[src/rtl/uart_core_param.sv]
// rtl/uart_core_param.sv - parametrised full-duplex UART core with 16x oversampled receiver
// TX frames are timed from acceptance; RX decisions are made only on the shared 16x tick.
module uart_core_param #(
    parameter int DATA_LENGTH = 8,
    parameter int PARITY_EN   = 1,
    parameter int STOP_BITS   = 1,
    parameter int CLK_DIV     = 54
) (
    input  logic                   clk1,
    input  logic                   rst,
    input  logic                   parity_type,
    input  logic                   loopback,
    input  logic [DATA_LENGTH-1:0] tx_data,
    input  logic                   tx_valid,
    output logic                   tx_ready,
    output logic                   tx_serialout,
    output logic                   tx_done,
    input  logic                   rx_serialin,
    output logic [DATA_LENGTH-1:0] data_out,
    output logic                   rx_done,
    output logic                   parity_error,
    output logic                   framing_error
);

    localparam int BIT_CYC = 16 * CLK_DIV;
    localparam int PCNT_W  = $clog2(BIT_CYC);
    localparam int DIV_W   = (CLK_DIV > 1) ? $clog2(CLK_DIV) : 1;
    localparam int IDX_W   = $clog2(DATA_LENGTH);

    // ---------------- 16x tick generator ----------------
    logic [DIV_W-1:0] div_cnt;
    logic             tick16;

    assign tick16 = (div_cnt == DIV_W'(CLK_DIV - 1));

    always_ff @(posedge clk1 or negedge rst) begin
        if (!rst) begin
            div_cnt <= '0;
        end else if (tick16) begin
            div_cnt <= '0;
        end else begin
            div_cnt <= div_cnt + 1'b1;
        end
    end

    // ---------------- transmitter ----------------
    typedef enum logic [2:0] {
        TX_IDLE, TX_START, TX_DATA, TX_PARITY, TX_STOP
    } tx_state_t;

    tx_state_t              tx_state, tx_state_nxt;
    logic [PCNT_W-1:0]      tx_pcnt;
    logic [IDX_W-1:0]       tx_idx;
    logic                   tx_stop_idx;
    logic [DATA_LENGTH-1:0] tx_shreg;
    logic                   tx_par;
    logic                   tx_bit_end;
    logic                   tx_last_data;
    logic                   tx_last_stop;

    assign tx_bit_end   = (tx_pcnt == PCNT_W'(BIT_CYC - 1));
    assign tx_last_data = (tx_idx == IDX_W'(DATA_LENGTH - 1));
    assign tx_last_stop = (tx_stop_idx == 1'(STOP_BITS - 1));

    always_ff @(posedge clk1 or negedge rst) begin
        if (!rst) begin
            tx_state <= TX_IDLE;
        end else begin
            tx_state <= tx_state_nxt;
        end
    end

    always_comb begin
        tx_state_nxt = tx_state;
        tx_ready     = 1'b0;
        tx_done      = 1'b0;
        tx_serialout = 1'b1;
        case (tx_state)
            TX_IDLE: begin
                tx_ready = 1'b1;
                if (tx_valid) tx_state_nxt = TX_START;
            end
            TX_START: begin
                tx_serialout = 1'b0;
                if (tx_bit_end) tx_state_nxt = TX_DATA;
            end
            TX_DATA: begin
                tx_serialout = tx_shreg[0];
                if (tx_bit_end && tx_last_data)
                    tx_state_nxt = (PARITY_EN != 0) ? TX_PARITY : TX_STOP;
            end
            TX_PARITY: begin
                tx_serialout = tx_par;
                if (tx_bit_end) tx_state_nxt = TX_STOP;
            end
            TX_STOP: begin
                if (tx_bit_end && tx_last_stop) begin
                    tx_done      = 1'b1;
                    tx_state_nxt = TX_IDLE;
                end
            end
            default: tx_state_nxt = TX_IDLE;
        endcase
    end

    // Parity is resolved at acceptance: odd parity is the inverted XOR reduction.
    always_ff @(posedge clk1 or negedge rst) begin
        if (!rst) begin
            tx_pcnt     <= '0;
            tx_idx      <= '0;
            tx_stop_idx <= 1'b0;
            tx_shreg    <= '0;
            tx_par      <= 1'b0;
        end else if (tx_state == TX_IDLE) begin
            tx_pcnt     <= '0;
            tx_idx      <= '0;
            tx_stop_idx <= 1'b0;
            if (tx_valid) begin
                tx_shreg <= tx_data;
                tx_par   <= (^tx_data) ^ parity_type;
            end
        end else begin
            tx_pcnt <= tx_bit_end ? '0 : tx_pcnt + 1'b1;
            if (tx_bit_end) begin
                if (tx_state == TX_DATA) begin
                    tx_shreg <= tx_shreg >> 1;
                    tx_idx   <= tx_idx + 1'b1;
                end
                if (tx_state == TX_STOP) tx_stop_idx <= tx_stop_idx + 1'b1;
            end
        end
    end

    // ---------------- receiver ----------------
    typedef enum logic [2:0] {
        RX_IDLE, RX_START, RX_DATA, RX_PARITY, RX_STOP, RX_BREAK
    } rx_state_t;

    rx_state_t              rx_state, rx_state_nxt;
    logic                   rx_sync1, rx_sync2;
    logic                   rx_line;
    logic [3:0]             rx_tcnt;
    logic [IDX_W-1:0]       rx_idx;
    logic [DATA_LENGTH-1:0] rx_shreg;
    logic                   rx_par_type;
    logic                   rx_par_bit;
    logic                   rx_sample;
    logic                   rx_last_data;

    assign rx_line      = rx_sync2;
    assign rx_last_data = (rx_idx == IDX_W'(DATA_LENGTH - 1));

    // Start is checked at mid-bit (8 ticks), then every bit 16 ticks later.
    always_comb begin
        rx_sample = 1'b0;
        if (tick16) begin
            if (rx_state == RX_START)
                rx_sample = (rx_tcnt == 4'd7);
            else if (rx_state == RX_DATA || rx_state == RX_PARITY || rx_state == RX_STOP)
                rx_sample = (rx_tcnt == 4'd15);
        end
    end

    always_ff @(posedge clk1 or negedge rst) begin
        if (!rst) begin
            rx_sync1 <= 1'b1;
            rx_sync2 <= 1'b1;
            rx_state <= RX_IDLE;
        end else begin
            rx_sync1 <= loopback ? tx_serialout : rx_serialin;
            rx_sync2 <= rx_sync1;
            rx_state <= rx_state_nxt;
        end
    end

    always_comb begin
        rx_state_nxt = rx_state;
        case (rx_state)
            RX_IDLE:   if (tick16 && !rx_line) rx_state_nxt = RX_START;
            RX_START:  if (rx_sample) rx_state_nxt = rx_line ? RX_IDLE : RX_DATA;
            RX_DATA:   if (rx_sample && rx_last_data)
                           rx_state_nxt = (PARITY_EN != 0) ? RX_PARITY : RX_STOP;
            RX_PARITY: if (rx_sample) rx_state_nxt = RX_STOP;
            RX_STOP:   if (rx_sample) rx_state_nxt = rx_line ? RX_IDLE : RX_BREAK;
            RX_BREAK:  if (tick16 && rx_line) rx_state_nxt = RX_IDLE;
            default:   rx_state_nxt = RX_IDLE;
        endcase
    end

    always_ff @(posedge clk1 or negedge rst) begin
        if (!rst) begin
            rx_tcnt       <= '0;
            rx_idx        <= '0;
            rx_shreg      <= '0;
            rx_par_type   <= 1'b0;
            rx_par_bit    <= 1'b0;
            rx_done       <= 1'b0;
            data_out      <= '0;
            parity_error  <= 1'b0;
            framing_error <= 1'b0;
        end else begin
            rx_done <= 1'b0;
            if (rx_state == RX_IDLE) begin
                rx_tcnt <= '0;
                rx_idx  <= '0;
                if (tick16 && !rx_line) rx_par_type <= parity_type;
            end else if (tick16) begin
                rx_tcnt <= rx_sample ? 4'd0 : rx_tcnt + 4'd1;
            end
            if (rx_sample) begin
                case (rx_state)
                    RX_DATA: begin
                        rx_shreg <= {rx_line, rx_shreg[DATA_LENGTH-1:1]};
                        rx_idx   <= rx_idx + 1'b1;
                    end
                    RX_PARITY: rx_par_bit <= rx_line;
                    RX_STOP: begin
                        rx_done       <= 1'b1;
                        data_out      <= rx_shreg;
                        parity_error  <= (PARITY_EN != 0) &&
                                         (rx_par_bit != ((^rx_shreg) ^ rx_par_type));
                        framing_error <= !rx_line;
                    end
                    default: ;
                endcase
            end
        end
    end

endmodule

[config.mk]
export PLATFORM = sky130hd
export DESIGN_NAME = uart_core_param
export DESIGN_NICKNAME = d
export VERILOG_FILES = /design/src/rtl/uart_core_param.sv
export SDC_FILE = /design/constraint.sdc
export NUM_CORES = 1
export LEC_CHECK = 0
export CORE_MARGIN = 10
export CORE_UTILIZATION = 49
export DETAILED_ROUTE_END_ITERATION = 10
export GPL_ROUTABILITY_DRIVEN = 0
export PLACE_DENSITY = 0.69
export SYNTH_ARGS = -nofsm -noshare
export SYNTH_HDL_FRONTEND = slang
export SYNTH_SLANG_ARGS = --single-unit
[constraint.sdc]
create_clock -name clk1 -period 2.4 [get_ports clk1]
set_clock_uncertainty 0.15 [all_clocks]
set_input_delay 0.48 -clock clk1 [delete_from_list [all_inputs] [get_ports clk1]]
set_output_delay 0.48 -clock clk1 [all_outputs]
set_load 0.01 [all_outputs]
==> results.md, run 1 <==
- Status: finished, violations left
- Failing checks: negative hold slack
- Achievable Freq: 438 MHz
- Largest area contributor in the netlist: dfrtp_1
- Peak VDD IR: 446 uV
- Share of layout cells above drive strength 1: 0.256
- Drt first-iter violations: 107
- Die Width: 102 um
- Synth top area share: 0.478
- Hpwl dp: 4120 um
- Number of hold violations in the final report: 6
- CTS Buf Count: 9
- Req. time, crit path: 1.77 ns
- Slew HR: 0.636
- Final setup viols: 0
- Clock Sinks: 65
- Vias in the first global route: 2,195
- Drt pass-1 iters: 4
- Starting density of the core: 0.511
- Final WL: 5990 um
- Number of synthesized flops with an enable pin: 0
- Worst setup margin: 0.115 ns
- Ys Warns: 0
- Clock root cell: clkbuf_8
- Longest Clk Path Bufs: 2
- Yosys cell types: 53
- Nets@finish: 353
- Clock-pin slew on the worst setup and hold paths: 0.07 ns
- Syn Nets: 312
- Comb power frac: 0.106
- DR DRC count: 0
- Diodes inserted: 0
- Pwr Density: 715 nW/um2
- FFs w/ async S/R, synth: 1.00
- Net switching power: 630 uW
- CP max-delay cell: dfrtp_1
- CORE AREA: 6460 um2
- Most frequent cell after synthesis: dfrtp_1
- Core Rows: 29
- Die height: 102 um
- CP Launch Type: flop
- Die footprint: 10,400 um2
- Vias: 2,206
- Pins Over Slew Limit: 0
- Total chip power: 2880 uW
- Top FF cell, synth: dfrtp_1
- RSZ-0062 raised after global routing: no
- CTS tree: yes
- Clk pwr share: 0.461
- First-pass GRT wire length: 10,200 um
- Sequential share of the synthesized area: 0.494
- Int Power: 2250 uW
- Worst hold path type: in -> async
- MaxCap Viol Count: 0
- Grt total ovfl: 0
- Post-synthesis register bit count: 65
- Synth top area cells: dfrtp_1 (48%), mux2_2 (12%), xnor2_1 (4.5%), ha_1 (3.0%), nor2_1 (2.6%)
- Largest stage delay, worst path: 0.40 ns
- IO Count: 28
- GR Util All Layers: 0.122
- Worst-Margin Slew: 0.542 ns
- Worst EP arrival: 1.65 ns
- Switch share: 0.219
- WL/cell: 14.5 um
- CP delay by family, top: simple AND/OR/NAND/NOR gates
- Most frequent cells after synthesis: dfrtp_1 (63), mux2_2 (36), nor2_1 (23), xnor2_1 (17), nand2_1 (16)
- DP Worst Slack: 0.0337 ns
- Mapped Cells: 290
- H-tree depth: 3
- Vias per inst: 5.34
- Mapped Area: 3300 um2
- Worst Setup Path Type: reg -> out
- ANT nets after route: 0
- Antenna violations before repair: 0
- Avg Cell Area, Syn: 11.4 um2
- Worst-skew pair later-pin latency: 0.34 ns
- Final min period: 2.28 ns
- Area grow syn2layout: 22.1%
- Tcrit/Tclk final: 0.952
- Hold slack: -0.0185 ns
- CP cell instances: ha_2 -> and4_1 -> nand4_1 -> nor3_1 -> buf_2
- Reg power frac: 0.433
- Post-route setup TNS: 0 ns
- Buffers plus inverters on the worst setup path: 1
- Crit. End Element: primary output
- Worst Path Max Fanout: 4
- PortBufs: 27
- Largest net degree at the start of global routing: 66
- P_leak: 0.00180 uW
## power by group through the flow
stage | Combinational (uW) | Sequential (uW) | Clock (uW)
floorplan | 168 | 1260 | 0
global placement | 288 | 1260 | 0
detailed placement | 295 | 1260 | 0
CTS | 304 | 1250 | 1360
global route | 342 | 1260 | 1410
finish | 305 | 1250 | 1330
## kinds of logic after synthesis
kind of cell | Yosys count | share of synthesized area
buffers and inverters | 25 | 0.0364
flip-flops | 65 | 0.494
AND/OR/NAND/NOR | 92 | 0.152
adder cells (fa/ha/maj) | 8 | 0.0303
multiplexers | 39 | 0.132
AO/OA/AOI/OAI | 33 | 0.0724
XOR/XNOR | 28 | 0.0826
## metrics by stage
stage                     std cells  cell area, um2   util  hold WS [ns]
final                           413            4030  0.624       -0.0185
after detailed placement        393            3700  0.573         0.197
after floorplan                 290            3300      -        0.0344
after CTS                       410            4010  0.621       0.00271
after global routing            413            4030  0.624      0.000103
after global placement          393            3700  0.573         0.196
## layout make-up
class / count / area, um2
tap: 77 / 96.3
sequential: 65 / 1630
multi-input combinational: 200 / 1560
clock inverter: 7 / 166
timing repair buffer: 46 / 420
clock buffer: 9 / 124
fill: 543 / 2430
inverter: 9 / 33.8
## registers in the layout, summed over array words and instances (netlist names)
name	count
tx_pcnt	10
data_out	8
rx_shreg	8
tx_shreg	8
div_cnt	6
rx_tcnt	4
rx_idx	3
rx_state	3
tx_idx	3
tx_state	3
framing_error	1
parity_error	1
rx_done	1
rx_line	1
rx_par_bit	1
rx_par_type	1
rx_sync1	1
tx_par	1
tx_stop_idx	1
## cell usage in the layout (no fill, tap or decap), types with 4 or more instances in the layout
| cell type | n |
|---|---|
| a21oi_1 | 5 |
| clkbuf_8 | 9 |
| nor2b_1 | 5 |
| bufinv_16 | 5 |
| o21ai_0 | 5 |
| xnor2_1 | 17 |
| inv_1 | 9 |
| xor2_1 | 9 |
| a22o_1 | 4 |
| nand3_1 | 14 |
| a31oi_1 | 5 |
| buf_4 | 18 |
| nor3_1 | 5 |
| nand4_1 | 7 |
| nand2_1 | 16 |
| mux2_2 | 36 |
| ha_1 | 7 |
| dfrtp_1 | 62 |
| clkdlybuf4s50_1 | 23 |
| nor2_1 | 23 |
## final timing paths
check	from	to	slack (ns)	depth (start not counted)
worst max-delay path	tx_pcnt[0]	tx_done	0.12	5
worst min-delay path	rst	tx_idx[2]	-0.02	2
worst max register to register	div_cnt[1]	rx_shreg[0]	0.15	7
worst min register to register	rx_sync1	rx_line	0.21	0
max in group asynchronous	rst	rx_sync1	1.79	2
min in group clk1	rx_sync1	rx_line	0.21	0
## layer usage
layer  vias up  track usage  share of wire
li1       1100            -              -
met5         -            0              0
met3         7       0.0452          0.041
met1      1066        0.161           0.49
met2        33        0.178           0.46
met4         0       0.0423          0.012
## timing repair
item,in CTS,in global routing
buffers inserted,1,3
hold buffers,0,0
hold endpoints to repair,0,0
endpoints found under the setup margin,2,3
pin swaps,0,2
resized for setup,5,4
(Power assumes the default switching activity.)
==> run 2: changes to the inputs <==
--- a/config.mk
+++ b/config.mk
@@ -5,10 +5,12 @@
 export SDC_FILE = /design/constraint.sdc
 export NUM_CORES = 1
 export LEC_CHECK = 0
+export CAP_MARGIN = 0
 export CORE_MARGIN = 10
 export CORE_UTILIZATION = 49
 export DETAILED_ROUTE_END_ITERATION = 10
 export GPL_ROUTABILITY_DRIVEN = 0
+export MAX_ROUTING_LAYER = met4
 export PLACE_DENSITY = 0.69
 export SYNTH_ARGS = -nofsm -noshare
 export SYNTH_HDL_FRONTEND = slang
==> run 2 against run 1 <==
Compared with the run above:
- critical path depth unchanged
- first-iteration DRC count decreased by 0.93%
- the flow now finishes without violations
- clock power about the same
- routed wire length increased by 0.27%
- flip-flop and latch count unchanged
- largest cell class unchanged
- final area increased by 0.25%
- sequential power about the same
- non-clock buffer count increased by 1
- register-to-register slack about the same
- worst setup slack got worse by 0.0063 ns
- count of clock-buffer cells in the layout unchanged
==> results.md, run 2 (synthesis results as in run 1) <==
- Nets@finish: 354 (+0.28%)
- Drt pass-1 iters: 6 (+2)
- Final min period: 2.29 ns (+0.00628 ns)
- GR Util All Layers: 0.125 (+0.00368)
- Tcrit/Tclk final: 0.955 (+0.00262)
- Worst-Margin Slew: 0.549 ns (+0.00706 ns)
- First-pass GRT wire length: 10,200 um (+0.14%)
- Req. time, crit path: 1.77 ns (about the same)
- Clock-pin slew on the worst setup and hold paths: 0.07 ns (about the same)
- PortBufs: 27 (unchanged)
- Worst Path Max Fanout: 4 (unchanged)
- P_leak: 0.00181 uW (+0.23%)
- Layout Cells excl Fill: 414 (+0.24%)
- WL/cell: 14.5 um (about the same)
- Worst-skew pair later-pin latency: 0.34 ns (about the same)
- Top reg by flops: tx_pcnt
- Achievable Freq: 436 MHz (-0.27%)
- Hold slack: 0.213 ns (+0.232 ns)
- MaxCap Viol Count: 0 (unchanged)
- Final WL: 6010 um (+0.27%)
- Longest Clk Path Bufs: 2 (unchanged)
- Slew HR: 0.631 (-0.00474)
- CTS tree: yes
- Post-route cell area: 4040 um2 (+0.25%)
- Antenna violations before repair: 0 (unchanged)
- Vias in the first global route: 2,187 (-0.36%)
- Worst EP arrival: 1.66 ns (about the same)
- Grt total ovfl: 0 (unchanged)
- Clock Sinks: 65 (unchanged)
- Diodes inserted: 0 (unchanged)
- Core Rows: 29 (unchanged)
- IO Count: 28 (unchanged)
- Commonest non-fill, non-tap cell in the layout: dfrtp_1
- Largest net degree at the start of global routing: 66 (unchanged)
- Peak VDD IR: 446 uV (about the same)
- Hpwl dp: 4120 um (unchanged)
- Worst hold path type: reg -> reg
- # fillers: 542 (-0.18%)
- CP Launch Type: flop
- Final Util: 0.626 (+0.00155)
- Starting density of the core: 0.511 (unchanged)
- Placed instance area: 3700 um2 (unchanged)
- Routed wl met3: 212 um (-13%)
- DR DRC count: 0 (unchanged)
- Metal-1 WL: 2990 um (+2.0%)
- Final setup viols: 0 (unchanged)
- Area grow syn2layout: 22.4%
- Clock root cell: clkbuf_8
- Crit. End Element: primary output
- CTS Buf Count: 9 (unchanged)
- Uppermost layer routed: met4
- Share of layout cells above drive strength 1: 0.255 (-0.000760)
- Status: finished clean
- ANT nets after route: 0 (unchanged)
- Worst Setup Path Type: reg -> out
- Total length of routed met2 wires: 2750 um (+0.15%)
- Max reg flops: 10 (unchanged)
- Die height: 102 um (unchanged)
- Die Width: 102 um (unchanged)
- CORE AREA: 6460 um2 (unchanged)
- RSZ-0062 raised after global routing: no
- Most frequent cells in the layout: dfrtp_1 (62), mux2_2 (36), nor2_1 (23), clkdlybuf4s50_1 (23), buf_4 (18)
- Vias: 2,218 (+0.54%)
- Number of hold violations in the final report: 0 (-6)
- Drt first-iter violations: 106 (-0.93%)
- FF/Latch Area: 1630 um2 (unchanged)
- Placed insts: 393 (unchanged)
- Die footprint: 10,400 um2 (unchanged)
- Vias per inst: 5.36 (+0.30%)
- Pwr Density: 714 nW/um2 (-0.15%)
- Multi-input gate area: 1560 um2 (unchanged)
- Pins Over Slew Limit: 0 (unchanged)
- H-tree depth: 3 (unchanged)
run 2: worst paths after layout:
check | from | endpoint | slack [ns] | cells past startpoint
max | tx_pcnt[0] | tx_done | 0.11 | 5
min | rx_sync1 | rx_line | 0.21 | 0
max reg2reg | div_cnt[1] | rx_shreg[0] | 0.15 | 7
min reg2reg | rx_sync1 | rx_line | 0.21 | 0
max in group asynchronous | rst | rx_sync1 | 1.25 | 3
min in group asynchronous | rst | tx_idx[2] | 0.53 | 3
run 2: power breakdown:
| part | total (uW) | switching (uW) | internal (uW) |
|---|---|---|---|
| Sequential | 1250 | 66.0 | 1180 |
| Clock | 1330 | 429 | 902 |
| Combinational | 305 | 136 | 169 |
run 2: final cells by class:
class                      count  area share
clock inverter                 7      0.0412
multi-input combinational    200       0.386
tap                           77      0.0238
clock buffer                   9      0.0307
timing repair buffer          47       0.107
inverter                       9     0.00836
sequential                    65       0.403
run 2: through the flow:
stage | setup TNS [ns] | worst slack (ns) | total power [uW]
4_1_cts | -0.0153 | -0.0153 | 2910
6_report | 0 | 0.109 | 2880
5_1_grt | 0 | 0.0124 | 3010
3_5_place_dp | 0 | 0.0337 | 1560
3_3_place_gp | 0 | 0.0712 | 1550
2_1_floorplan | 0 | 0.362 | 1430
run 2: repair_timing:
item                                    4_1_cts  5_1_grt
hold buffers                                  0        1
hold endpoints to repair                      0        2
pin swaps                                     0        2
endpoints found under the setup margin        2        3
gates resized for setup                       5        4
buffers inserted                              1        3
run 2: routing by layer:
layer  vias up  global-route usage
met1      1076               0.163
met2        35               0.179
met4         0              0.0423
met5         -                   -
li1       1102                   -
met3         5              0.0412
run 2: worst max-delay path, cell delays in order (launching register included):
cell and delay, ns:
dfrtp_1 0.39, ha_2 0.22, and4_1 0.23, nand4_1 0.14
nor3_1 0.19, buf_2 0.16
